===== config.mk =====
export PLATFORM = sky130hd
export DESIGN_NAME = flux_rr_scheduler_flat
export DESIGN_NICKNAME = d
export VERILOG_FILES = /design/src/rtl/flux_rr_scheduler_if.sv /design/src/rtl/flux_rr_scheduler.sv /design/src/flat_wrapper.sv
export SDC_FILE = /design/constraint.sdc
export NUM_CORES = 1
export LEC_CHECK = 0
export BUFFER_PORTS_ARGS = -buffer_cell sky130_fd_sc_hd__buf_2
export CAP_MARGIN = 25
export CORE_AREA = 2 2 39 41
export DETAILED_ROUTE_END_ITERATION = 16
export DIE_AREA = 0 0 41 43
export GPL_ROUTABILITY_DRIVEN = 0
export SYNTH_ARGS = -nofsm -noshare
export SYNTH_HDL_FRONTEND = slang
export SYNTH_SLANG_ARGS = --single-unit

===== constraint.sdc =====
create_clock -name clk -period 3 [get_ports clk]
set_input_delay 0.6 -clock clk [delete_from_list [all_inputs] [get_ports clk]]
set_output_delay 0.6 -clock clk [all_outputs]
set_load 0.05 [all_outputs]

===== src/rtl/flux_rr_scheduler_if.sv =====
// Handshake bundle between a multi-flux actor and its round-robin tag scheduler.
// The actor is the master: it raises per-flux ready bits and fire, and consumes the grant.
interface flux_rr_scheduler_if #(
  parameter int FLUX    = 2,
  parameter int QUANTUM = 4
);
  localparam int TAG_WIDTH = (FLUX > 1) ? $clog2(FLUX) : 1;
  localparam int CNT_WIDTH = $clog2(QUANTUM + 1);

  logic [FLUX-1:0]      req;
  logic                 fire;
  logic                 grant_valid;
  logic [TAG_WIDTH-1:0] grant_tag;
  logic [FLUX-1:0]      grant_vec;
  logic [CNT_WIDTH-1:0] burst_cnt;
  logic                 err;

  modport master (
    output req, fire,
    input  grant_valid, grant_tag, grant_vec, burst_cnt, err
  );

  modport slave (
    input  req, fire,
    output grant_valid, grant_tag, grant_vec, burst_cnt, err
  );
endinterface


===== src/rtl/flux_rr_scheduler.sv =====
// Round-robin grant-tag scheduler with a per-flux burst quantum.
// The grant is combinational from the registered owner/burst state and the current req.
module flux_rr_scheduler #(
  parameter int FLUX    = 2,
  parameter int QUANTUM = 4
) (
  input logic                 clk,
  input logic                 rst,
  flux_rr_scheduler_if.slave  bus
);
  localparam int TAG_WIDTH = (FLUX > 1) ? $clog2(FLUX) : 1;
  localparam int CNT_WIDTH = $clog2(QUANTUM + 1);
  localparam logic [CNT_WIDTH-1:0] QMAX = CNT_WIDTH'(QUANTUM);

  logic [TAG_WIDTH-1:0] owner;
  logic [CNT_WIDTH-1:0] burst_cnt;
  logic                 err;
  logic                 sel_valid;
  logic [TAG_WIDTH-1:0] sel_tag;
  logic                 sticky;
  int                   idx;

  // The owner keeps the grant mid-tenure; otherwise scan owner+1 onward, owner itself last.
  always_comb begin
    sel_valid = 1'b0;
    sel_tag   = '0;
    idx       = 0;
    sticky    = (burst_cnt != '0) && (burst_cnt < QMAX) && bus.req[owner];
    if (sticky) begin
      sel_valid = 1'b1;
      sel_tag   = owner;
    end else begin
      for (int k = 1; k <= FLUX; k++) begin
        idx = int'(owner) + k;
        if (idx >= FLUX) idx = idx - FLUX;
        if (!sel_valid && bus.req[TAG_WIDTH'(idx)]) begin
          sel_valid = 1'b1;
          sel_tag   = TAG_WIDTH'(idx);
        end
      end
    end
  end

  always_comb begin
    bus.grant_valid = 1'b0;
    bus.grant_tag   = '0;
    bus.grant_vec   = '0;
    if (!rst && sel_valid) begin
      bus.grant_valid        = 1'b1;
      bus.grant_tag          = sel_tag;
      bus.grant_vec[sel_tag] = 1'b1;
    end
  end

  always_ff @(posedge clk or posedge rst) begin
    if (rst) begin
      owner     <= TAG_WIDTH'(FLUX - 1);
      burst_cnt <= '0;
      err       <= 1'b0;
    end else if (bus.fire) begin
      if (!sel_valid) begin
        err <= 1'b1;
      end else if (sel_tag != owner) begin
        owner     <= sel_tag;
        burst_cnt <= CNT_WIDTH'(1);
      end else if (burst_cnt < QMAX) begin
        burst_cnt <= burst_cnt + CNT_WIDTH'(1);
      end else begin
        // Sole requester re-wins after its quantum: start a new tenure with no idle gap.
        burst_cnt <= CNT_WIDTH'(1);
      end
    end
  end

  assign bus.burst_cnt = burst_cnt;
  assign bus.err       = err;
endmodule

===== src/flat_wrapper.sv =====
// flat-port wrapper written by rule: the top's interface ports become plain ports
module flux_rr_scheduler_flat 
#(
  parameter int FLUX    = 2,
  parameter int QUANTUM = 4
)
  (clk, rst, bus_req, bus_fire, bus_grant_valid, bus_grant_tag, bus_grant_vec, bus_burst_cnt, bus_err);
  flux_rr_scheduler_if #(.FLUX(FLUX), .QUANTUM(QUANTUM)) bus_i ();
  input logic clk;
  input logic rst;
  input wire logic [$bits(bus_i.req)-1:0] bus_req;
  input wire logic [$bits(bus_i.fire)-1:0] bus_fire;
  output wire logic [$bits(bus_i.grant_valid)-1:0] bus_grant_valid;
  output wire logic [$bits(bus_i.grant_tag)-1:0] bus_grant_tag;
  output wire logic [$bits(bus_i.grant_vec)-1:0] bus_grant_vec;
  output wire logic [$bits(bus_i.burst_cnt)-1:0] bus_burst_cnt;
  output wire logic [$bits(bus_i.err)-1:0] bus_err;
  assign bus_i.req = bus_req;
  assign bus_i.fire = bus_fire;
  assign bus_grant_valid = bus_i.grant_valid;
  assign bus_grant_tag = bus_i.grant_tag;
  assign bus_grant_vec = bus_i.grant_vec;
  assign bus_burst_cnt = bus_i.burst_cnt;
  assign bus_err = bus_i.err;
  flux_rr_scheduler #(.FLUX(FLUX), .QUANTUM(QUANTUM)) u_core (.clk(clk), .rst(rst), .bus(bus_i));
endmodule

==> results of run 1 <==
final timing paths:
check,startpoint,to,slack (ns)
max,u_core.bus.burst_cnt[0]$_DFFE_PP0P_,bus_grant_vec[1],0.70
min,rst,u_core.bus.err$_DFFE_PP0P_,0.28
max reg2reg,u_core.bus.burst_cnt[0]$_DFFE_PP0P_,u_core.bus.burst_cnt[1]$_DFFE_PP0P_,1.45
min reg2reg,u_core.bus.err$_DFFE_PP0P_,u_core.bus.err$_DFFE_PP0P_,0.45
max in group asynchronous,rst,u_core.owner$_DFFE_PP1P_,2.47
min in group clk,u_core.bus.err$_DFFE_PP0P_,u_core.bus.err$_DFFE_PP0P_,0.45
registers in the layout (all words and copies together), names as in the netlist:
| register | count |
|---|---|
| u_core.bus.burst_cnt | 3 |
| u_core.bus.err | 1 |
| u_core.owner | 1 |
where the power goes:
group	total (mW)	switching (mW)	internal, mW
Combinational	0.266	0.174	0.0923
Sequential	0.124	0.0270	0.0972
Clock	0.0764	0.0262	0.0502
cell type report:
class,count,area [µm²]
Clock buffer,4,26.28
Fill cell,146,968.4
Inverter,3,11.26
Multi-Input combinational cell,20,171.4
Sequential cell,5,126.4
Tap cell,16,20.02
Timing Repair Buffer,12,60.06
layout by cell type (no fill, tap or decap), types with 2 or more instances in the layout:
cell / n
inv_1: 3
ha_1: 2
buf_2: 12
nor2_1: 4
a21o_1: 2
clkbuf_4: 3
dfrtp_1: 4
metal layers:
layer,wire (µm),GRT usage,up-vias
li1,-,-,132
met5,0,0,-
met4,11,0.1000,0
met2,368,0.1438,3
met3,27,0.03141,2
met1,219,0.06840,136
kinds of logic (layout without fill, tap and decap cells):
group,count (synthesis),count (layout),synth area share
AO/OA/AOI/OAI,8,8,0.2056
adder cells (fa/ha/maj),2,2,0.08063
buffers and inverters,4,19,0.06049
flip-flops,5,5,0.4073
multiplexers,2,2,0.08063
AND/OR/NAND/NOR,8,8,0.1653
worst max-delay path: stages, from the launching register on:
cell	delay [ns]
dfrtp_1	0.40
inv_1	0.06
ha_1	0.22
and4bb_2	0.35
a21oi_1	0.05
nor2_1	0.11
buf_2	0.28
through the flow:
stage	std cells	setup slack, ns	instance area, µm²
2_1_floorplan	29	0.04346	316.6
3_3_place_gp	56	0.9223	389.1
3_5_place_dp	56	0.8986	389.1
4_1_cts	60	0.6741	415.4
5_1_grt	60	0.5480	415.4
6_report	60	0.6969	415.4
==> impl_metrics.json, run 1 <==
{
  "final_nets": 52,
  "yosys-top-cells-count": "dfrtp_1 (4), nor2_1 (4), inv_1 (3), a21o_1 (2), ha_1 (2)",
  "grt_overflow": 0,
  "firstDrtPassIters": 2,
  "vias": 273,
  "antennaDiodeCount": 0,
  "fin_crit_sh": 0.7677,
  "syn_avg_cell_area_um2": 10.70,
  "die_area_mm2": 0.001763,
  "die_h_um": 43,
  "grt_max_degree": 8,
  "core-area_mm2": 0.001384,
  "synth_area_um2": 310.3,
  "post_cts_resized": 0,
  "ant_nets": 0,
  "final-setup-viol-count": 0,
  "synth_cell_type_count": 19,
  "vdd_drop_max_mv": 0.2691,
  "initial_utilization": 0.2242,
  "yosysWarnings": 0,
  "syn_nets": 36,
  "finalPower_uw": 466.8,
  "synth_edf_count": 0,
  "die_w_um": 41,
  "cp-end-kind": "output pin",
  "p_per_area_mw_per_mm2": 1124,
  "antenna_found_initial": 0,
  "drt_iter0_drc": 4,
  "status": "finished, final reports clean",
  "syn_to_final_growth_pct": 33.87,
  "fin_util": 0.3002,
  "synthCells": 29,
  "h-tree-depth": 1,
  "ys_seq_area_frac": 0.4073,
  "hold_class": "in2async",
  "ys_ff_latch": 5,
  "grt_pass1_vias": 259,
  "startpoint_type": "flop",
  "synth_top_area_frac": 0.3226,
  "cts.sinks": 5,
  "cts_tree": "built",
  "ys.flop_type": "dfrtp_1",
  "cp.arrival_ns": 1.70,
  "maxCapViolCount": 0,
  "rows": 14,
  "clk_pin_slew_ns": 0.04,
  "synthArstFlopShare": 1.000,
  "track_usage": 0.08871,
  "numCtsBuffers": 3,
  "vias_per_cell": 4.550,
  "r2r_cells": 5,
  "critical_path.max_fanout": 4,
  "io_pins": 13,
  "fmax_mhz": 434.2,
  "fin_crit_ns": 2.303,
  "port_buffers": 12,
  "synth_area_leaders": "dfrtp_1 (32%), dfstp_2 (8.5%), ha_1 (8.1%)",
  "fin_skew_ns": 0.002293,
  "wl_um": 627,
  "wire_per_inst_um": 10.45,
  "fin_tns_setup_ns": 0,
  "rsz0062_at_grt": "false",
  "drc": 0,
  "clkLatencyLatePin_ns": 0.24,
  "postCtsSetupBuffers": 0,
  "tightestPinTransition_ns": 0.2661,
  "cts_hold_buf": 0,
  "root_buffer": "clkbuf_4",
  "drive_gt1_frac": 0.5000,
  "yosysTopAreaCell": "dfrtp_1",
  "hold_viol_final": 0,
  "slew_violations": 0,
  "leakage_nw": 0.2097,
  "worstPathRequired_ns": 2.40,
  "grt_pass1_wl_um": 972,
  "clk_path_buf_depth": 2,
  "place_hpwl_um": 526.1,
  "fin_hold_ws_ns": 0.2842,
  "critical_path_class": "reg2out",
  "slew-limit-headroom": 0.8207
}
Power figures use the tool's default switching activity.
==> run 2, diff against run 1 <==
Settings changed: ABC_AREA set to 1, CORE_AREA 2 2 39 41 to not set, CORE_UTILIZATION set to 26, DIE_AREA 0 0 41 43 to not set.
Clock period 3 ns to 2.35 ns, I/O delays scaled along.
==> run 2 against run 1 <==
- critical path depth up 2
- sequential power is 23% higher
- synthesized cell count is 76% higher
- core utilization grew 7.3 points
- power grew 38%
- sequential share of layout area down 4.5 points
- setup slack worse by 0.55 ns
- via count grew 25%
- combinational power up 48%
- largest cell class unchanged
- highest routed layer is now met3
==> impl_metrics.json, run 2 <==
{
  "fmax_mhz": 453.0,
  "largest-register": "u_core.bus.burst_cnt",
  "yosysMostFrequentCell": "nand2_1",
  "synth_top_area_frac": 0.2597,
  "fin_crit_sh": 0.9393,
  "slew-limit-headroom": 0.8345,
  "vdd_drop_max_mv": 0.4807,
  "synth_area_um2": 385.4,
  "startpoint_type": "flop",
  "hold_class": "in2async",
  "grt_pass1_wl_mm": 1.152,
  "grt_pass1_vias": 306,
  "postCtsSetupBuffers": 0,
  "crit_path_cell_trace": "inv_1 -> ha_1 -> nor2_4 -> nand3_2 -> nand2_2 -> nand2_1 -> a21oi_2 -> buf_2",
  "die_h_um": 40.50,
  "ys_seq_area_frac": 0.3279,
  "mostFrequentLayoutCell": "nand2_1",
  "fillers": 154,
  "port_buffers": 12,
  "antenna_found_initial": 0,
  "wl_um": 666,
  "leakage_nw": 0.2687,
  "fin_crit_ns": 2.207,
  "vias": 342,
  "cts_tree": "built",
  "numCtsBuffers": 3,
  "syn_to_final_growth_pct": 29.22,
  "critical_path.max_fanout": 4,
  "syn_avg_cell_area_um2": 7.556,
  "track_usage": 0.1087,
  "slowest_stage": "dfrtp_2",
  "core-area_mm2": 0.001334,
  "drive_gt1_frac": 0.5000,
  "yosysWarnings": 0,
  "clk_path_buf_depth": 2,
  "synthCells": 51,
  "yosysTopAreaCell": "dfrtp_1",
  "rsz0062_at_grt": "false",
  "ant_nets": 0,
  "clkLatencyLatePin_ns": 0.24,
  "critical_path_class": "reg2out",
  "synth_cell_type_count": 18,
  "worstPathRequired_ns": 1.88,
  "slowest_delay_ns": 0.37,
  "multi_input_area_um2": 225.2,
  "final_cell_mix": "nand2_1 (12), buf_2 (10), inv_1 (8), nand2_2 (6), clkbuf_4 (5)",
  "clk_pin_slew_ns": 0.04,
  "root_buffer": "clkbuf_4",
  "ys.flop_type": "dfrtp_1",
  "io_pins": 13,
  "place_hpwl_um": 588.2,
  "hold_viol_final": 0,
  "seq_area_um2": 128.9,
  "maxCapViolCount": 0,
  "largestRegisters": "u_core.bus.burst_cnt: 3 flops, u_core.bus.err: 1 flops, u_core.owner: 1 flops",
  "tightestPinTransition_ns": 0.2499,
  "antennaDiodeCount": 0,
  "rows": 13,
  "synth_area_leaders": "dfrtp_1 (26%), nand2_1 (12%), nand2_2 (9.7%)",
  "grt_overflow": 0,
  "cp-end-kind": "output pin",
  "syn_nets": 58,
  "synth_edf_count": 0,
  "cts.sinks": 5,
  "synthArstFlopShare": 1.000,
  "yosys-top-cells-count": "nand2_1 (12), inv_1 (8), nand2_2 (6), dfrtp_1 (4), nor2_1 (4)",
  "drc": 0,
  "largest_register_ffs": 3,
  "fin_hold_ws_ns": 0.1266,
  "wire_per_inst_um": 8.222,
  "vias_per_cell": 4.222,
  "slew_violations": 0,
  "h-tree-depth": 1,
  "ys_ff_latch": 5,
  "drt_iter0_drc": 2,
  "final_nets": 74,
  "p_per_area_mw_per_mm2": 1290,
  "fin_skew_ns": 0.005698,
  "die_w_um": 40.50,
  "fin_tns_setup_ns": 0,
  "firstDrtPassIters": 3,
  "cp.arrival_ns": 1.74,
  "setup_ws_ns": 0.1427,
  "die_area_mm2": 0.001640,
  "place_ws_ns": 0.3688,
  "status": "finished, final reports clean",
  "initial_utilization": 0.2889,
  "final-setup-viol-count": 0,
  "grt_max_degree": 7
}
## run 2: per-stage QoR
| stage | std cells | util | total power [mW] | instance area [µm²] |
|---|---|---|---|---|
| after floorplan | 51 | - | 0.4833 | 395.4 |
| after global placement | 77 | 0.3499 | 0.5465 | 466.7 |
| after detailed placement | 77 | 0.3499 | 0.5509 | 466.7 |
| after CTS | 81 | 0.3696 | 0.6512 | 493.0 |
| after global routing | 81 | 0.3734 | 0.7020 | 498.0 |
| final | 81 | 0.3734 | 0.6422 | 498.0 |
## run 2: cell families (layout without fill, tap and decap cells)
group / count (synthesis) / after routing / synth area share
compound gates: 6 / 6 / 0.1071
fa+ha+maj: 2 / 2 / 0.06492
buf+inv: 10 / 25 / 0.1071
flops: 5 / 5 / 0.3279
simple gates: 28 / 28 / 0.3928
## run 2: layout make-up
type	instances	area share
multi-input cells	36	0.4523
inverters	9	0.06784
clock buffers	4	0.05276
well taps	15	0.03769
flip-flops and latches	5	0.2588
repair buffers	12	0.1307
## run 2: path summary, 6_finish.rpt
path / endpoint / from / slack [ns] / cells after the start
setup / recovery: bus_grant_vec[0] / u_core.bus.burst_cnt[0]$_DFFE_PP0P_ / 0.14 / 8
max in group asynchronous: u_core.owner$_DFFE_PP1P_ / rst / 1.98 / 2
hold / removal: u_core.bus.burst_cnt[2]$_DFFE_PP0P_ / rst / 0.13 / 2
hold reg to reg: u_core.bus.err$_DFFE_PP0P_ / u_core.bus.err$_DFFE_PP0P_ / 0.48 / 1
setup reg to reg: u_core.bus.burst_cnt[1]$_DFFE_PP0P_ / u_core.bus.burst_cnt[0]$_DFFE_PP0P_ / 1.07 / 8
min in group clk: u_core.bus.err$_DFFE_PP0P_ / u_core.bus.err$_DFFE_PP0P_ / 0.48 / 1
## run 2: timing repair
item / in CTS / in global routing
hold buffers: 0 / 0
gates resized for setup: 0 / 2
setup endpoints to repair: 0 / 2
## run 2: report_power, final
| group | internal [mW] | switching [mW] | leakage [nW] |
|---|---|---|---|
| Combinational | 0.117 | 0.277 | 0.198 |
| Sequential | 0.121 | 0.0311 | 0.0554 |
| Clock | 0.0640 | 0.0320 | 0.0150 |
| Total | 0.302 | 0.340 | 0.269 |
## run 2: critical path: cells and delay by family (launching register included)
family                     cells  cell delay [ns]
AOI/OAI and AO/OA              1             0.12
buffers and inverters          2             0.32
and+or+nand+nor                4             0.46
adders and majority gates      1             0.22
DFF                            1             0.37
## run 2: layer usage
layer | global-route usage | vias to the layer above | share of wire
met3 | 0.05000 | 0 | 0.056
met1 | 0.1007 | 147 | 0.47
li1 | - | 186 | -
met5 | 0 | - | 0
met2 | 0.1984 | 9 | 0.47
met4 | 0.05000 | 0 | 0
